### config.mk
export PLATFORM = sky130hd
export DESIGN_NAME = apb_master_ctrl
export DESIGN_NICKNAME = d
export VERILOG_FILES = /design/src/rtl/apb_master_ctrl.sv
export SDC_FILE = /design/constraint.sdc
export NUM_CORES = 1
export LEC_CHECK = 0
export ABC_CLOCK_PERIOD_IN_PS = 2100
export CELL_PAD_IN_SITES_DETAIL_PLACEMENT = 1
export CELL_PAD_IN_SITES_GLOBAL_PLACEMENT = 1
export CORE_ASPECT_RATIO = 2
export CORE_MARGIN = 10
export CORE_UTILIZATION = 30
export CTS_CLUSTER_DIAMETER = 30
export DETAILED_ROUTE_END_ITERATION = 10
export DONT_BUFFER_PORTS = 1
export GPL_TIMING_DRIVEN = 0
export MAX_ROUTING_LAYER = met4
export PLACE_DENSITY = 0.54
export SYNTH_ARGS = -nofsm -noshare
export SYNTH_HDL_FRONTEND = slang
export SYNTH_SLANG_ARGS = --single-unit
export TNS_END_PERCENT = 20
### constraint.sdc
create_clock -name clk -period 2.1 [get_ports clk]
set_clock_uncertainty 0.15 [all_clocks]
set_input_delay 0.42 -clock clk [delete_from_list [all_inputs] [get_ports clk]]
set_output_delay 0.42 -clock clk [all_outputs]
set_load 0.005 [all_outputs]
### src/rtl/apb_master_ctrl.sv
// apb_master_ctrl
// ---------------
// APB3 initiator. A host-side agent hands over single read/write requests on a
// valid/ready channel, the block runs each one as an APB SETUP + ACCESS
// transfer (stretching ACCESS while PREADY is low) and returns the outcome on
// a valid/ready response channel. Only one transfer is in flight at a time.
// An optional wait-state limit aborts a transfer whose slave never answers,
// so a dead peripheral cannot hang the host.
//
// Parameters
//   AW       address width of req_addr / PADDR
//   TIMEOUT  ACCESS cycles with PREADY low before abort (0 = never abort)
//   TOW      wait counter width, 2**TOW must exceed TIMEOUT
//
// Ports
//   clk, rst_n                 clock, asynchronous active-low reset
//   req_valid / req_ready      request handshake
//   req_write, req_addr,
//   req_wdata                  request payload (sampled on accept only)
//   rsp_valid / rsp_ready      response handshake
//   rsp_rdata                  read data (0 for writes, DEADDEAD on abort)
//   rsp_err                    PSLVERR seen at completion, or abort
//   rsp_timeout                transfer aborted by the wait-state limit
//   PSEL, PENABLE, PWRITE,
//   PADDR, PWDATA              APB request outputs
//   PRDATA, PREADY, PSLVERR    APB completer inputs

module apb_master_ctrl #(
  parameter int AW      = 8,
  parameter int TIMEOUT = 256,
  parameter int TOW     = 9
) (
  input  logic          clk,
  input  logic          rst_n,
  input  logic          req_valid,
  output logic          req_ready,
  input  logic          req_write,
  input  logic [AW-1:0] req_addr,
  input  logic [31:0]   req_wdata,
  output logic          rsp_valid,
  input  logic          rsp_ready,
  output logic [31:0]   rsp_rdata,
  output logic          rsp_err,
  output logic          rsp_timeout,
  output logic          PSEL,
  output logic          PENABLE,
  output logic          PWRITE,
  output logic [AW-1:0] PADDR,
  output logic [31:0]   PWDATA,
  input  logic [31:0]   PRDATA,
  input  logic          PREADY,
  input  logic          PSLVERR
);

  typedef enum logic [1:0] {
    ST_IDLE   = 2'd0,
    ST_SETUP  = 2'd1,
    ST_ACCESS = 2'd2
  } state_t;

  // The abort fires in the ACCESS cycle whose wait count equals TIMEOUT-1,
  // i.e. on the TIMEOUT-th consecutive cycle with PREADY low.
  localparam logic           TO_EN_C      = (TIMEOUT != 32'sd0) ? 1'b1 : 1'b0;
  localparam logic [TOW-1:0] TO_LAST_C    = TOW'(TIMEOUT - 32'sd1);
  localparam logic [TOW-1:0] CNT_ONE_C    = {{(TOW-1){1'b0}}, 1'b1};
  localparam logic [31:0]    ABORT_DATA_C = 32'hDEAD_DEAD;

  state_t         state_r;
  state_t         state_nxt_s;
  logic [TOW-1:0] wait_cnt_r;
  logic [TOW-1:0] wait_cnt_nxt_s;
  logic           req_ready_s;
  logic           accept_s;
  logic           done_s;
  logic           abort_s;

  logic [AW-1:0]  paddr_r;
  logic           pwrite_r;
  logic [31:0]    pwdata_r;
  logic           rsp_valid_r;
  logic [31:0]    rsp_rdata_r;
  logic           rsp_err_r;
  logic           rsp_timeout_r;

  // A pending response must drain (or drain this cycle) before a new accept.
  assign req_ready_s = (state_r == ST_IDLE) && (!rsp_valid_r || rsp_ready);

  // Next-state, wait counter and transfer-event decode.
  always_comb begin
    state_nxt_s    = state_r;
    wait_cnt_nxt_s = {TOW{1'b0}};
    accept_s       = 1'b0;
    done_s         = 1'b0;
    abort_s        = 1'b0;
    case (state_r)
      ST_IDLE: begin
        if (req_valid && req_ready_s) begin
          accept_s    = 1'b1;
          state_nxt_s = ST_SETUP;
        end else begin
          state_nxt_s = ST_IDLE;
        end
      end
      ST_SETUP: begin
        state_nxt_s = ST_ACCESS;
      end
      ST_ACCESS: begin
        // A late PREADY in the would-be abort cycle still completes normally.
        if (PREADY) begin
          done_s      = 1'b1;
          state_nxt_s = ST_IDLE;
        end else if (TO_EN_C && (wait_cnt_r == TO_LAST_C)) begin
          abort_s     = 1'b1;
          state_nxt_s = ST_IDLE;
        end else begin
          wait_cnt_nxt_s = wait_cnt_r + CNT_ONE_C;
          state_nxt_s    = ST_ACCESS;
        end
      end
      default: begin
        state_nxt_s = ST_IDLE;
      end
    endcase
  end

  // State and wait-counter registers.
  always_ff @(posedge clk or negedge rst_n) begin
    if (!rst_n) begin
      state_r    <= ST_IDLE;
      wait_cnt_r <= {TOW{1'b0}};
    end else begin
      state_r    <= state_nxt_s;
      wait_cnt_r <= wait_cnt_nxt_s;
    end
  end

  // APB request fields: captured on accept and held until the next accept.
  always_ff @(posedge clk or negedge rst_n) begin
    if (!rst_n) begin
      paddr_r  <= {AW{1'b0}};
      pwrite_r <= 1'b0;
      pwdata_r <= 32'h0000_0000;
    end else if (accept_s) begin
      paddr_r  <= req_addr;
      pwrite_r <= req_write;
      pwdata_r <= req_write ? req_wdata : 32'h0000_0000;
    end else begin
      paddr_r  <= paddr_r;
      pwrite_r <= pwrite_r;
      pwdata_r <= pwdata_r;
    end
  end

  // Response register: loaded on completion/abort, held until consumed.
  always_ff @(posedge clk or negedge rst_n) begin
    if (!rst_n) begin
      rsp_valid_r   <= 1'b0;
      rsp_rdata_r   <= 32'h0000_0000;
      rsp_err_r     <= 1'b0;
      rsp_timeout_r <= 1'b0;
    end else if (done_s) begin
      rsp_valid_r   <= 1'b1;
      rsp_rdata_r   <= pwrite_r ? 32'h0000_0000 : PRDATA;
      rsp_err_r     <= PSLVERR;
      rsp_timeout_r <= 1'b0;
    end else if (abort_s) begin
      rsp_valid_r   <= 1'b1;
      rsp_rdata_r   <= ABORT_DATA_C;
      rsp_err_r     <= 1'b1;
      rsp_timeout_r <= 1'b1;
    end else if (rsp_ready) begin
      rsp_valid_r   <= 1'b0;
      rsp_rdata_r   <= rsp_rdata_r;
      rsp_err_r     <= rsp_err_r;
      rsp_timeout_r <= rsp_timeout_r;
    end else begin
      rsp_valid_r   <= rsp_valid_r;
      rsp_rdata_r   <= rsp_rdata_r;
      rsp_err_r     <= rsp_err_r;
      rsp_timeout_r <= rsp_timeout_r;
    end
  end

  // PSEL/PENABLE are plain decodes of the state register, so glitch-free.
  assign PSEL        = (state_r != ST_IDLE);
  assign PENABLE     = (state_r == ST_ACCESS);
  assign PWRITE      = pwrite_r;
  assign PADDR       = paddr_r;
  assign PWDATA      = pwdata_r;
  assign req_ready   = req_ready_s;
  assign rsp_valid   = rsp_valid_r;
  assign rsp_rdata   = rsp_rdata_r;
  assign rsp_err     = rsp_err_r;
  assign rsp_timeout = rsp_timeout_r;

endmodule
==> impl.org, run 1 <==
** Clock network
- The clock reaches the later pin of the worst-skew pair after 0.34 ns.
- TritonCTS built the clock tree.
- Clk buf depth :: 2
- CTS H-tree lvls :: 3
- For this design, the sink count on the clock tree is a little under 90.
- Count of buffers added by post-CTS timing repair for setup :: 0
- The tree is rooted in a clkbuf_16.
- Clock-pin slew was measured on the worst setup and hold paths at 0.07 ns.
- Number of buffers added by the clock tree synthesis step :: 9

** Die
- Horizontal die dimension :: 101 um
- The die covers 18,200 um^2.
- Initial core utilization :: 30.8%
- The floorplan step defined a core boundary enclosing between 10,000 and 15,000 um^2.
- Total I/O pin count :: 158
- The die is 181 um tall.
- After floorplanning, the core was divided into a little under 60 placement rows.

** Layout
- Multi-input combinational cell area :: 1480 um^2
- Cell Count, Final, Fillers Out :: between 500 and 600
- The library cell used most frequently in the layout, excluding fill and tap cells, is dfrtp_1.
- For this run, the post-layout net count is roughly 460.
- The area growth from synthesis to layout is 13.7%.
- The repair_antennas step left the layout with diodes totalling 0.
- Leaving out fill and tap cells, the most frequent cells in the layout are dfrtp_1, inv_1, nand2_1.
- Fill cells in the final layout number 1,438.
- The post-route netlist has between 10% and 20% of its cells at a drive strength greater than 1.
- In the final layout, flip-flops and latches occupy ~2200 um^2.

** STA
- In the finished design, the share of the clock period the worst path needs comes to between 90% and 100%.
- Number of max-slew violations in the final report :: 0
- Setup total negative slack on the finished layout was measured at 0 ns.
- Measured against its own limit, the worst slew margin works out to 64.6%.
- Slew at the pin closest to its max-slew limit :: approximately 0.53 ns
- Final hold viol count :: 87
- Once routing completed, OpenROAD measured the worst setup slack at roughly 0.14 ns.
- Based on the critical path, the design can be clocked at up to 0.510 GHz.
- Setup violations remaining at the end of the flow were counted as 0.
- Across all hold checks on the routed design, the worst slack comes to -0.379 ns.
- Min Clock Period, post-route :: 1.96 ns
- RSZ-0062 raised after global routing :: no

** Setup path
- The critical path goes through nand2b_2 -> clkinv_1 -> buf_2.
- Among all stages on the critical path, the largest delay is contributed by dfrtp_1.
- In this run the worst path has a maximum fanout of 10.
- In this design, the largest share of critical-path delay is due to buffers and inverters.
- On the worst path, the slowest cell contributes a delay of 0.41 ns.
- STA puts the critical path data required time at 1.53 ns.
- Element type at the critical path end :: output pin
- The worst setup path is launched from a flop.
- Data arrives at the worst endpoint at 1.39 ns.
- Worst Path Buf+Inv :: 2
- By startpoint and endpoint, the worst setup path is classified as flop to output pin.

** Detailed routing
- Summed over all layers, the routed wires come to between 10 and 15 mm.
- Residual DRC count :: 0
- Total number of vias :: 2,743
- First-pass DRT Iterations :: 4
- For this block, the initial DRC count from the detailed router was 58.
- Post-DR wirelength/cell :: 21.2 um
- In this run the remaining antenna-violating nets after routing total 0.
- In the routed layout, each cell is associated on average with a via count of 5.10.

** Synth
- By area, the combinational part of the netlist is dominated by simple AND/OR/NAND/NOR gates.
- Summing the areas of all compound-gate instances in the mapped netlist gives 11.1% of the synthesized area.
- In the post-synthesis netlist, the biggest area contributors are dfrtp_1, mux2i_1, o22ai_1.
- Of the post-synthesis cell area, the dominant cell type holds 55.9%.
- Sequential-to-total area share from yosys stat :: 55.9%
- Measured against the total synthesized area, the mux share comes to 10.8%.
- After synthesis, the mean cell area works out to 10.5 um^2.
- Yosys printed 0 warnings.
- Post-synthesis instance area :: 3890 um^2
- FF+latch count, synth :: 87
- Fraction of the mapped netlist area in adder cells :: less than 1%
- Synthesized-area fraction occupied by and/or/nand/nor cells :: 15.0%
- Largest area contributor in the synthesized netlist :: dfrtp_1
- The number of nets in the synthesized netlist is about 450.
- Share of the synthesized netlist area taken by xor and xnor gates :: less than 1%
- Library cells used by synthesis :: 39
- Synthesis produced a netlist whose cell count is roughly 370.

** Placement
- Port bufs :: 0
- Final Wtd Congestion :: 0.711
- HPWL after detailed placement :: a little under 9 mm
- Placed Cells :: 522
- Prior to clock tree synthesis, the placed netlist has a worst setup slack of roughly 0.35 ns.

** Pwr
- Total power consumption of the routed design :: 0.00668 W
- For this design the static power due to leakage is 2.09 nW.
- IR analysis of the VDD net gives a maximum drop of ~620 uV.
- Power per unit of standard cell area :: 1510 nW/um^2

** GRT
- The number of global-route vias before repair was 3,238.
- Global routing used about an eighth of the available tracks.
- Entering global routing, the biggest net connects 88 pins.
- Grt ovf :: 0
- Number of antenna violations at the first check in global routing :: 0
- The first global-routing pass estimated around 18 mm of wire.

** Outcome
- The checks that failed: hold timing.
- Status :: finished, violations left

** Worst hold path
- In this run the worst hold path is classified as input port to async pin.

** Job
- Count of maximum capacitance violations :: 0
-- area by class of cell --
| type | instances | share of cell area, % |
|---|---|---|
| Inverter | 38 | 3.22 |
| Tap cell | 150 | 4.24 |
| Buffer | 21 | 2.26 |
| Clock inverter | 7 | 2.71 |
| Clock buffer | 9 | 5.09 |
| Sequential cell | 87 | 49.2 |
| Multi-Input combinational cell | 226 | 33.3 |
-- stage by stage --
stage	util [%]	instance area [um^2]
after detailed placement	32.3	4080
final	35.1	4430
after floorplan	-	3890
after CTS	35.1	4430
after global placement	32.3	4080
after global routing	35.1	4430
-- worst reg2reg max path: cells and delay by family, from the launching register on --
kind	cells	cell delay, ns
and+or+nand+nor	2	0.41
DFF	1	0.42
AOI/OAI and AO/OA	1	0.10
adders and majority gates	1	0.25
buffers and inverters	1	0.28
-- cell usage after synthesis --
library cell  number
and4_2             1
and2_2             1
or2_2              1
mux2_2             8
dfrtp_1           87
o21ai_0            5
nand3_2            1
nor2_2             1
nand3b_1           1
buf_2             11
xnor2_1            2
nand4_1            1
nor2_1            26
a221oi_1           1
inv_1             37
clkinv_1           1
a221o_1           10
o311a_1            1
nor3_1             2
a21oi_1           24
nor2b_1           22
and2_1            11
nand3_1            3
clkbuf_1           9
o22ai_1           24
and3_1             1
a211oi_1           1
mux2_1             1
nor3b_4            1
nand2b_1           1
nand2_1           36
or3_1              2
xor2_1             1
buf_6              1
a21oi_2            1
nand2b_2           1
ha_1               1
mux2i_1           32
and4b_4            1
-- state kept, by name, indices dropped and copies added, names as in the netlist --
| signal | cells |
|---|---|
| rsp_valid | 1 |
| rsp_rdata | 32 |
| PWDATA | 32 |
| PWRITE | 1 |
| PADDR | 8 |
| wait_cnt_r | 9 |
| state_r | 2 |
| rsp_err | 1 |
| rsp_timeout | 1 |
-- worst paths after layout --
check | slack (ns) | cells past startpoint | endpoint | from
max | 0.14 | 3 | PENABLE | state_r[0]$_DFF_PN0_
min | -0.38 | 0 | rsp_rdata[11]$_DFFE_PN0P_ | rst_n
max reg2reg | 0.37 | 5 | rsp_rdata[27]$_DFFE_PN0P_ | wait_cnt_r[0]$_DFF_PN0_
min reg2reg | 0.37 | 1 | wait_cnt_r[0]$_DFF_PN0_ | wait_cnt_r[0]$_DFF_PN0_
max in group asynchronous | 1.97 | 0 | rsp_rdata[8]$_DFFE_PN0P_ | rst_n
min in group clk | 0.06 | 1 | PADDR[2]$_DFFE_PN0P_ | req_addr[2]
-- layer usage --
layer	track usage (%)	routed length, um	vias to the layer above
met3	5.50	1100	6
li1	-	-	1265
met2	21.7	5950	113
met5	-	0	-
met4	4.15	123	0
met1	13.3	4220	1359
-- report_power, final --
part / internal (W) / switching, W
clock network: 0.00117 / 0.000702
registers: 0.00239 / 0.000732
logic: 0.000807 / 0.000884
total: 0.00436 / 0.00232
-- kinds of logic after synthesis --
kind of cell	count (synthesis)
AND/OR/NAND/NOR	114
flip-flops	87
AO/OA/AOI/OAI	67
buffers and inverters	59
multiplexers	41
XOR/XNOR	3
adder cells (fa/ha/maj)	1
-- what timing repair did --
| action | CTS | global route |
|---|---|---|
| hold endpoints to repair | 87 | 87 |
| endpoints found under the setup margin | 0 | 0 |
| gates resized for setup | 0 | 0 |
No activity file was read; power rests on OpenSTA's default activity.
==> inputs of run 2 (changes only) <==
--- a/config.mk
+++ b/config.mk
@@ -5,7 +5,7 @@
 export SDC_FILE = /design/constraint.sdc
 export NUM_CORES = 1
 export LEC_CHECK = 0
-export ABC_CLOCK_PERIOD_IN_PS = 2100
+export ABC_CLOCK_PERIOD_IN_PS = 2500
 export CELL_PAD_IN_SITES_DETAIL_PLACEMENT = 1
 export CELL_PAD_IN_SITES_GLOBAL_PLACEMENT = 1
 export CORE_ASPECT_RATIO = 2
==> constraint.sdc (replaced) <==
create_clock -name clk -period 2.5 [get_ports clk]
set_clock_uncertainty 0.15 [all_clocks]
set_input_delay 0.5 -clock clk [delete_from_list [all_inputs] [get_ports clk]]
set_output_delay 0.5 -clock clk [all_outputs]
set_load 0.005 [all_outputs]
==> results of run 2 <==
The final DEF is identical to that of run 1. Status: finished, violations left: hold timing.
Among the figures that moved: setup slack after placement 0.349 ns -> 0.711 ns; setup slack after layout 0.139 ns -> 0.459 ns; hold slack -0.379 ns -> -0.299 ns; register-to-register setup slack 0.37 ns -> 0.77 ns; total power 0.00668 W -> 0.00561 W; worst IR drop on VDD 620 uV -> 521 uV
